$ cat src/rtl/capture_ctrl_if.sv
// Signal bundle between the capture sequencer, the ADC front end, the sample RAM and the display path.
// The slave modport is the sequencer's view; the master modport is its surroundings.
interface capture_ctrl_if #(
    parameter int ADDR_WIDTH = 8,
    parameter int DATA_WIDTH = 8
);
    logic [DATA_WIDTH-1:0] i_sample;
    logic                  i_sample_valid;
    logic                  i_arm;
    logic                  i_force_trig;
    logic [DATA_WIDTH-1:0] i_trig_level;
    logic                  i_trig_rising;
    logic [ADDR_WIDTH-1:0] i_pretrig;
    logic [ADDR_WIDTH-1:0] o_ram_waddr;
    logic [DATA_WIDTH-1:0] o_ram_wdata;
    logic [ADDR_WIDTH-1:0] o_ram_raddr;
    logic [DATA_WIDTH-1:0] i_ram_rdata;
    logic                  i_rd_req;
    logic [ADDR_WIDTH-1:0] i_rd_idx;
    logic [DATA_WIDTH-1:0] o_rd_data;
    logic                  o_rd_valid;
    logic                  o_busy;
    logic                  o_done;
    logic [ADDR_WIDTH-1:0] o_trig_addr;
    logic [ADDR_WIDTH-1:0] o_start_addr;

    modport slave (
        input  i_sample, i_sample_valid, i_arm, i_force_trig, i_trig_level, i_trig_rising,
               i_pretrig, i_ram_rdata, i_rd_req, i_rd_idx,
        output o_ram_waddr, o_ram_wdata, o_ram_raddr, o_rd_data, o_rd_valid,
               o_busy, o_done, o_trig_addr, o_start_addr
    );

    modport master (
        output i_sample, i_sample_valid, i_arm, i_force_trig, i_trig_level, i_trig_rising,
               i_pretrig, i_ram_rdata, i_rd_req, i_rd_idx,
        input  o_ram_waddr, o_ram_wdata, o_ram_raddr, o_rd_data, o_rd_valid,
               o_busy, o_done, o_trig_addr, o_start_addr
    );
endinterface

$ cat src/rtl/capture_ctrl.sv
// Oscilloscope acquisition sequencer: circular-buffer capture around a level trigger,
// then indexed frame reads translated to RAM addresses.
module capture_ctrl #(
    parameter int ADDR_WIDTH = 8,
    parameter int DATA_WIDTH = 8,
    parameter int DEPTH      = 256
) (
    input logic           i_clk,
    input logic           i_rst_n,
    capture_ctrl_if.slave bus
);
    localparam int CNT_W = ADDR_WIDTH + 1;

    typedef enum logic [2:0] {IDLE, PREFILL, ARMED, POST, DONE} state_t;

    state_t                state;
    logic [ADDR_WIDTH-1:0] wp;
    logic [ADDR_WIDTH-1:0] pretrig_q;
    logic [CNT_W-1:0]      cnt;
    logic [DATA_WIDTH-1:0] prev;
    logic                  prev_vld;
    logic [ADDR_WIDTH-1:0] waddr;
    logic [DATA_WIDTH-1:0] wdata;
    logic [ADDR_WIDTH-1:0] raddr;
    logic [ADDR_WIDTH-1:0] trig_addr;
    logic [ADDR_WIDTH-1:0] start_addr;
    logic                  vld_p0;
    logic                  vld_p1;
    logic                  capturing;
    logic                  trig_hit;
    logic [CNT_W-1:0]      post_len;

    function automatic logic edge_hit(input logic [DATA_WIDTH-1:0] prv,
                                      input logic [DATA_WIDTH-1:0] cur,
                                      input logic [DATA_WIDTH-1:0] lvl,
                                      input logic                  rising);
        if (rising) return (prv < lvl) && (cur >= lvl);
        return (prv > lvl) && (cur <= lvl);
    endfunction

    assign capturing = (state == PREFILL) || (state == ARMED) || (state == POST);
    assign trig_hit  = bus.i_force_trig ||
                       (prev_vld && edge_hit(prev, bus.i_sample, bus.i_trig_level, bus.i_trig_rising));
    // Post-trigger length includes the trigger sample; pretrig = 0 gives a whole DEPTH frame.
    assign post_len  = CNT_W'(DEPTH) - {1'b0, pretrig_q};

    always_ff @(posedge i_clk) begin
        if (!i_rst_n) begin
            state      <= IDLE;
            wp         <= '0;
            pretrig_q  <= '0;
            cnt        <= '0;
            prev       <= '0;
            prev_vld   <= 1'b0;
            waddr      <= '0;
            wdata      <= '0;
            raddr      <= '0;
            trig_addr  <= '0;
            start_addr <= '0;
            vld_p0     <= 1'b0;
            vld_p1     <= 1'b0;
        end else if (bus.i_arm) begin
            pretrig_q <= bus.i_pretrig;
            wp        <= '0;
            cnt       <= '0;
            prev_vld  <= 1'b0;
            vld_p0    <= 1'b0;
            vld_p1    <= 1'b0;
            state     <= (bus.i_pretrig == '0) ? ARMED : PREFILL;
        end else begin
            // read pipeline: p0 tracks raddr, p1 tracks the RAM output
            vld_p0 <= 1'b0;
            vld_p1 <= vld_p0;

            // Outside capture the write port holds, so the RAM rewrites the same word.
            if (capturing && bus.i_sample_valid) begin
                waddr    <= wp;
                wdata    <= bus.i_sample;
                wp       <= wp + 1'b1;
                prev     <= bus.i_sample;
                prev_vld <= 1'b1;
            end

            case (state)
                PREFILL: begin
                    if (bus.i_sample_valid) begin
                        if (cnt + 1'b1 == {1'b0, pretrig_q}) begin
                            state <= ARMED;
                            cnt   <= '0;
                        end else begin
                            cnt <= cnt + 1'b1;
                        end
                    end
                end
                ARMED: begin
                    if (bus.i_sample_valid && trig_hit) begin
                        trig_addr  <= wp;
                        start_addr <= wp - pretrig_q;
                        cnt        <= CNT_W'(1);
                        state      <= (post_len == CNT_W'(1)) ? DONE : POST;
                    end
                end
                POST: begin
                    if (bus.i_sample_valid) begin
                        if (cnt + 1'b1 == post_len) state <= DONE;
                        else                        cnt   <= cnt + 1'b1;
                    end
                end
                DONE: begin
                    if (bus.i_rd_req) begin
                        raddr  <= start_addr + bus.i_rd_idx;
                        vld_p0 <= 1'b1;
                    end
                end
                default: ;
            endcase
        end
    end

    assign bus.o_ram_waddr  = waddr;
    assign bus.o_ram_wdata  = wdata;
    assign bus.o_ram_raddr  = raddr;
    assign bus.o_rd_data    = bus.i_ram_rdata;
    assign bus.o_rd_valid   = vld_p1;
    assign bus.o_busy       = capturing;
    assign bus.o_done       = (state == DONE);
    assign bus.o_trig_addr  = trig_addr;
    assign bus.o_start_addr = start_addr;
endmodule
$ cat src/flat_wrapper.sv
// flat-port wrapper written by rule: the top's interface ports become plain ports
module capture_ctrl_flat 
#(
    parameter int ADDR_WIDTH = 8,
    parameter int DATA_WIDTH = 8,
    parameter int DEPTH      = 256
)
  (i_clk, i_rst_n, bus_i_sample, bus_i_sample_valid, bus_i_arm, bus_i_force_trig, bus_i_trig_level, bus_i_trig_rising, bus_i_pretrig, bus_i_ram_rdata, bus_i_rd_req, bus_i_rd_idx, bus_o_ram_waddr, bus_o_ram_wdata, bus_o_ram_raddr, bus_o_rd_data, bus_o_rd_valid, bus_o_busy, bus_o_done, bus_o_trig_addr, bus_o_start_addr);
  capture_ctrl_if #(.ADDR_WIDTH(ADDR_WIDTH), .DATA_WIDTH(DATA_WIDTH)) bus_i ();
  input logic i_clk;
  input logic i_rst_n;
  input wire logic [$bits(bus_i.i_sample)-1:0] bus_i_sample;
  input wire logic [$bits(bus_i.i_sample_valid)-1:0] bus_i_sample_valid;
  input wire logic [$bits(bus_i.i_arm)-1:0] bus_i_arm;
  input wire logic [$bits(bus_i.i_force_trig)-1:0] bus_i_force_trig;
  input wire logic [$bits(bus_i.i_trig_level)-1:0] bus_i_trig_level;
  input wire logic [$bits(bus_i.i_trig_rising)-1:0] bus_i_trig_rising;
  input wire logic [$bits(bus_i.i_pretrig)-1:0] bus_i_pretrig;
  input wire logic [$bits(bus_i.i_ram_rdata)-1:0] bus_i_ram_rdata;
  input wire logic [$bits(bus_i.i_rd_req)-1:0] bus_i_rd_req;
  input wire logic [$bits(bus_i.i_rd_idx)-1:0] bus_i_rd_idx;
  output wire logic [$bits(bus_i.o_ram_waddr)-1:0] bus_o_ram_waddr;
  output wire logic [$bits(bus_i.o_ram_wdata)-1:0] bus_o_ram_wdata;
  output wire logic [$bits(bus_i.o_ram_raddr)-1:0] bus_o_ram_raddr;
  output wire logic [$bits(bus_i.o_rd_data)-1:0] bus_o_rd_data;
  output wire logic [$bits(bus_i.o_rd_valid)-1:0] bus_o_rd_valid;
  output wire logic [$bits(bus_i.o_busy)-1:0] bus_o_busy;
  output wire logic [$bits(bus_i.o_done)-1:0] bus_o_done;
  output wire logic [$bits(bus_i.o_trig_addr)-1:0] bus_o_trig_addr;
  output wire logic [$bits(bus_i.o_start_addr)-1:0] bus_o_start_addr;
  assign bus_i.i_sample = bus_i_sample;
  assign bus_i.i_sample_valid = bus_i_sample_valid;
  assign bus_i.i_arm = bus_i_arm;
  assign bus_i.i_force_trig = bus_i_force_trig;
  assign bus_i.i_trig_level = bus_i_trig_level;
  assign bus_i.i_trig_rising = bus_i_trig_rising;
  assign bus_i.i_pretrig = bus_i_pretrig;
  assign bus_i.i_ram_rdata = bus_i_ram_rdata;
  assign bus_i.i_rd_req = bus_i_rd_req;
  assign bus_i.i_rd_idx = bus_i_rd_idx;
  assign bus_o_ram_waddr = bus_i.o_ram_waddr;
  assign bus_o_ram_wdata = bus_i.o_ram_wdata;
  assign bus_o_ram_raddr = bus_i.o_ram_raddr;
  assign bus_o_rd_data = bus_i.o_rd_data;
  assign bus_o_rd_valid = bus_i.o_rd_valid;
  assign bus_o_busy = bus_i.o_busy;
  assign bus_o_done = bus_i.o_done;
  assign bus_o_trig_addr = bus_i.o_trig_addr;
  assign bus_o_start_addr = bus_i.o_start_addr;
  capture_ctrl #(.ADDR_WIDTH(ADDR_WIDTH), .DATA_WIDTH(DATA_WIDTH), .DEPTH(DEPTH)) u_core (.i_clk(i_clk), .i_rst_n(i_rst_n), .bus(bus_i));
endmodule
$ cat config.mk
export PLATFORM = sky130hd
export DESIGN_NAME = capture_ctrl_flat
export DESIGN_NICKNAME = d
export VERILOG_FILES = /design/src/rtl/capture_ctrl_if.sv /design/src/rtl/capture_ctrl.sv /design/src/flat_wrapper.sv
export SDC_FILE = /design/constraint.sdc
export NUM_CORES = 1
export LEC_CHECK = 0
export CORE_AREA = 3 3 94 105
export CTS_CLUSTER_SIZE = 16
export DETAILED_ROUTE_END_ITERATION = 7
export DIE_AREA = 0 0 97 108
export GPL_ROUTABILITY_DRIVEN = 0
export PLACE_DENSITY = 0.8
export SYNTH_ARGS = -nofsm -noshare
export SYNTH_HDL_FRONTEND = slang
export SYNTH_SLANG_ARGS = --single-unit
$ cat constraint.sdc
create_clock -name i_clk -period 3.87 [get_ports i_clk]
set_input_delay 1.161 -clock i_clk [delete_from_list [all_inputs] [get_ports i_clk]]
set_output_delay 1.161 -clock i_clk [all_outputs]
set_load 0.005 [all_outputs]
==> key figures <==
Clocking
  – CTS resizes: 0
  – CTS Buf Count: 9
  – CTS Sinks: 71
  – CTS tree: done
  – Clock slew at reported path FFs: 100 ps
  – Clk buf depth: 2
  – Hold-fix buffers, CTS: 0
  – Root Driver: clkbuf_8
  – Clk_lat worst skew: 370 ps
  – Post-CTS Setup Inserts: 0
  – H-Tree Depth: 3

Finish
  – FF+latch area: approximately 1400 sq um
  – Fillers: 764
  – NumNets Final: 706
  – # diodes: 0
  – Multi-input gate area in the final layout: 2774 sq um
  – Synth-to-Final Area Change: 24.43%
  – Layout cells sized above 1: 6.529%

Route
  – WL/cell: 15.77 microns
  – Initial DRC count: 300
  – DR pass1 iterations: 5
  – Via count: 4,232
  – Vias/cell: 5.704
  – Routed Antenna Nets: 0
  – DRC: 0
  – Overall routed net length: 11,700 microns

Die
  – Rows: 36
  – Ports: 98
  – Die footprint: 10,480 sq um
  – Starting Density: 50.16%
  – DIE HEIGHT: 108 microns
  – Die extent in x: 97 microns
  – Core area: 8874 sq um

Hold path
  – Worst Hold Class: reg -> reg

STA
  – Fin. Hold Viols: 0
  – Fmax: between 200 and 300 MHz
  – Final Setup Violations: 0
  – Clk_skew: 12.66 ps
  – Min Hold Slack: between 400 and 500 ps
  – RSZ-0062 raised after global routing: false
  – Worst slew pin tran: 730.6 ps
  – Max-slew violation count: 0
  – Final period utilization: 93.93%
  – Worst rel slew slack: 50.92%
  – Post-route minimum period: between 3000 and 4000 ps

Setup path
  – Max Fanout on Critical Path: 5
  – Slowest CP cell: or4_1
  – WP data required: 4150 ps
  – Critical path class: in -> reg
  – Cells along the critical path: clkdlybuf4s50_1 -> inv_1 -> ha_1 -> nor2b_1 -> o211ai_1 -> a21oi_1 -> or3_1 -> a32oi_1 -> nor4_2 -> or4_1 -> a311oi_1
  – CP startpoint kind: primary input
  – Crit end category: flip-flop
  – CP arrival: about 4000 ps
  – Critical path's largest stage delay: 480 ps

Global route
  – First-pass GRT wire length: roughly 19,000 microns
  – Initial antenna violation count: 0
  – Largest net degree at the start of global routing: 50
  – Global route total overflow: 0
  – Gr usage total: about 22%
  – Vias in the first global route: 4,123

Synth
  – Mapped Area: approximately 4500 sq um
  – Synth Instances: 551
  – Top post-synthesis cells by area: dfxtp_1 (32%), ha_1 (9.6%), nand2_1 (6.0%), a21oi_1 (6.0%), mux2i_1 (5.4%)
  – Yosys Warn Count: 0
  – Most used flip-flop cell after synthesis: dfxtp_1
  – Number of synthesized register bits: 71
  – Post-synth EDFFs: 0
  – Syn nets: 634
  – Mapped Avg Cell Area: around 8.1 sq um
  – Sequential area share after synthesis: 31.94%
  – Synth area leader: dfxtp_1
  – Post-synth cell types: between 60 and 70
  – Async set-reset flop share out of synthesis: 0%
  – Most frequent cells after synthesis: dfxtp_1 (71), nand2_1 (71), a21oi_1 (53)
  – Top cell type's share of synthesized area: a little under a third

Power
  – Pwr/cell area: 288.8 nW/um^2
  – Peak supply drop: 0.0001690 V
  – Pwr Total: about 1.6 mW
  – Leak pwr: 2.232 nW

Run
  – Max-Cap Viols: 0

Place
  – IO buf count: 81
  – Detailed Place HPWL: 8848 microns

Run status
  – Outcome: completed
state kept, by name (all words and copies together) (netlist names):
name / flops
u_core.bus.o_rd_valid: 1
u_core.wp: 8
u_core.bus.o_ram_waddr: 8
u_core.bus.o_trig_addr: 8
u_core.bus.o_start_addr: 8
u_core.bus.o_ram_raddr: 8
u_core.pretrig_q: 8
u_core.state: 3
u_core.cnt: 9
u_core.prev: 8
u_core.vld_p0: 1
u_core.prev_vld: 1
where the power goes:
| part | switching, mW | total (mW) | internal [mW] | leakage (nW) |
|---|---|---|---|---|
| sequential | 0.0185 | 0.759 | 0.741 | 0.574 |
| clock | 0.338 | 0.582 | 0.245 | 0.0888 |
| combinational | 0.132 | 0.258 | 0.125 | 1.57 |
| total | 0.488 | 1.60 | 1.11 | 2.23 |
final cells by class:
class                   count  share of cell area [%]
clock buffers               9                   2.237
flip-flops and latches     71                   25.67
inverters                  33                   2.237
well taps                 114                   2.576
clock inverters             7                   1.107
multi-input cells         418                   50.09
repair buffers             90                   16.09
metal layers:
layer  wire, microns  track usage, %
met1            4921           25.88
met2            5805           39.40
met5               0               0
met4             322           8.325
met3             653           5.161
kinds of logic (layout without fill, tap and decap cells):
kind of cell             after synthesis  in the layout  share of synthesized area [%]
AND/OR/NAND/NOR                      212            212                          23.08
AO/OA/AOI/OAI                        113            113                          15.72
flip-flops                            71             71                          31.94
buffers and inverters                 62            139                          6.016
adder cells (fa/ha/maj)               36             36                          10.46
XOR/XNOR                              31             31                          6.888
multiplexers                          26             26                          5.904
layout by cell type (no fill, tap or decap), types with 3 or more instances in the layout:
| cell | netlist | final |
|---|---|---|
| nor2_1 | 51 | 51 |
| o21ai_1 | 3 | 3 |
| xnor2_1 | 19 | 19 |
| o211ai_1 | 10 | 10 |
| inv_6 | 0 | 3 |
| nand4_1 | 10 | 10 |
| nor4_1 | 5 | 4 |
| nor2b_1 | 10 | 10 |
| mux2i_1 | 24 | 24 |
| o21ai_0 | 17 | 17 |
| nor3_1 | 10 | 10 |
| clkdlybuf4s50_1 | 0 | 81 |
| a21o_1 | 7 | 7 |
| nand2_1 | 71 | 71 |
| nand3_1 | 20 | 20 |
| dfxtp_1 | 71 | 71 |
| inv_1 | 32 | 32 |
| a21oi_1 | 53 | 53 |
| ha_1 | 34 | 34 |
| or2_2 | 3 | 3 |
| clkbuf_8 | 0 | 9 |
| buf_4 | 8 | 8 |
| and2_1 | 4 | 4 |
| or3_1 | 7 | 7 |
| and3_1 | 5 | 5 |
| xor2_1 | 9 | 9 |
final timing paths:
| check | slack, ps | end | startpoint | depth (start not counted) |
|---|---|---|---|---|
| worst min-delay path | 460 | u_core.bus.o_ram_raddr[0]$_SDFFE_PN0P_ | u_core.bus.o_ram_raddr[0]$_SDFFE_PN0P_ | 2 |
| worst max register to register | 630 | u_core.cnt[0]$_SDFFE_PP0P_ | u_core.cnt[0]$_SDFFE_PP0P_ | 10 |
| worst min register to register | 460 | u_core.bus.o_ram_raddr[0]$_SDFFE_PN0P_ | u_core.bus.o_ram_raddr[0]$_SDFFE_PN0P_ | 2 |
| worst max-delay path | 230 | u_core.state[0]$_SDFFE_PN0P_ | bus_i_trig_level[1] | 11 |
metrics by stage:
stage / cell area (sq um) / instances / TNS, ps / util [%] / worst slack (ps)
CTS: 5532 / 742 / 0 / 62.34 / 226.8
floorplan: 4451 / 551 / 0 / - / 447.0
global route: 5538 / 742 / 0 / 62.41 / 104.1
detailed placement: 5346 / 726 / -1010 / 60.25 / -134.2
global placement: 5346 / 726 / -89.02 / 60.25 / -49.89
finish: 5538 / 742 / 0 / 62.41 / 234.8
worst max-delay path: cells and delay by family:
family,cells,cell delay (ps)
compound gates,4,830
fa+ha+maj,1,280
buf+inv,2,520
simple gates,4,1110
No activity file was read; power rests on OpenSTA's default activity.
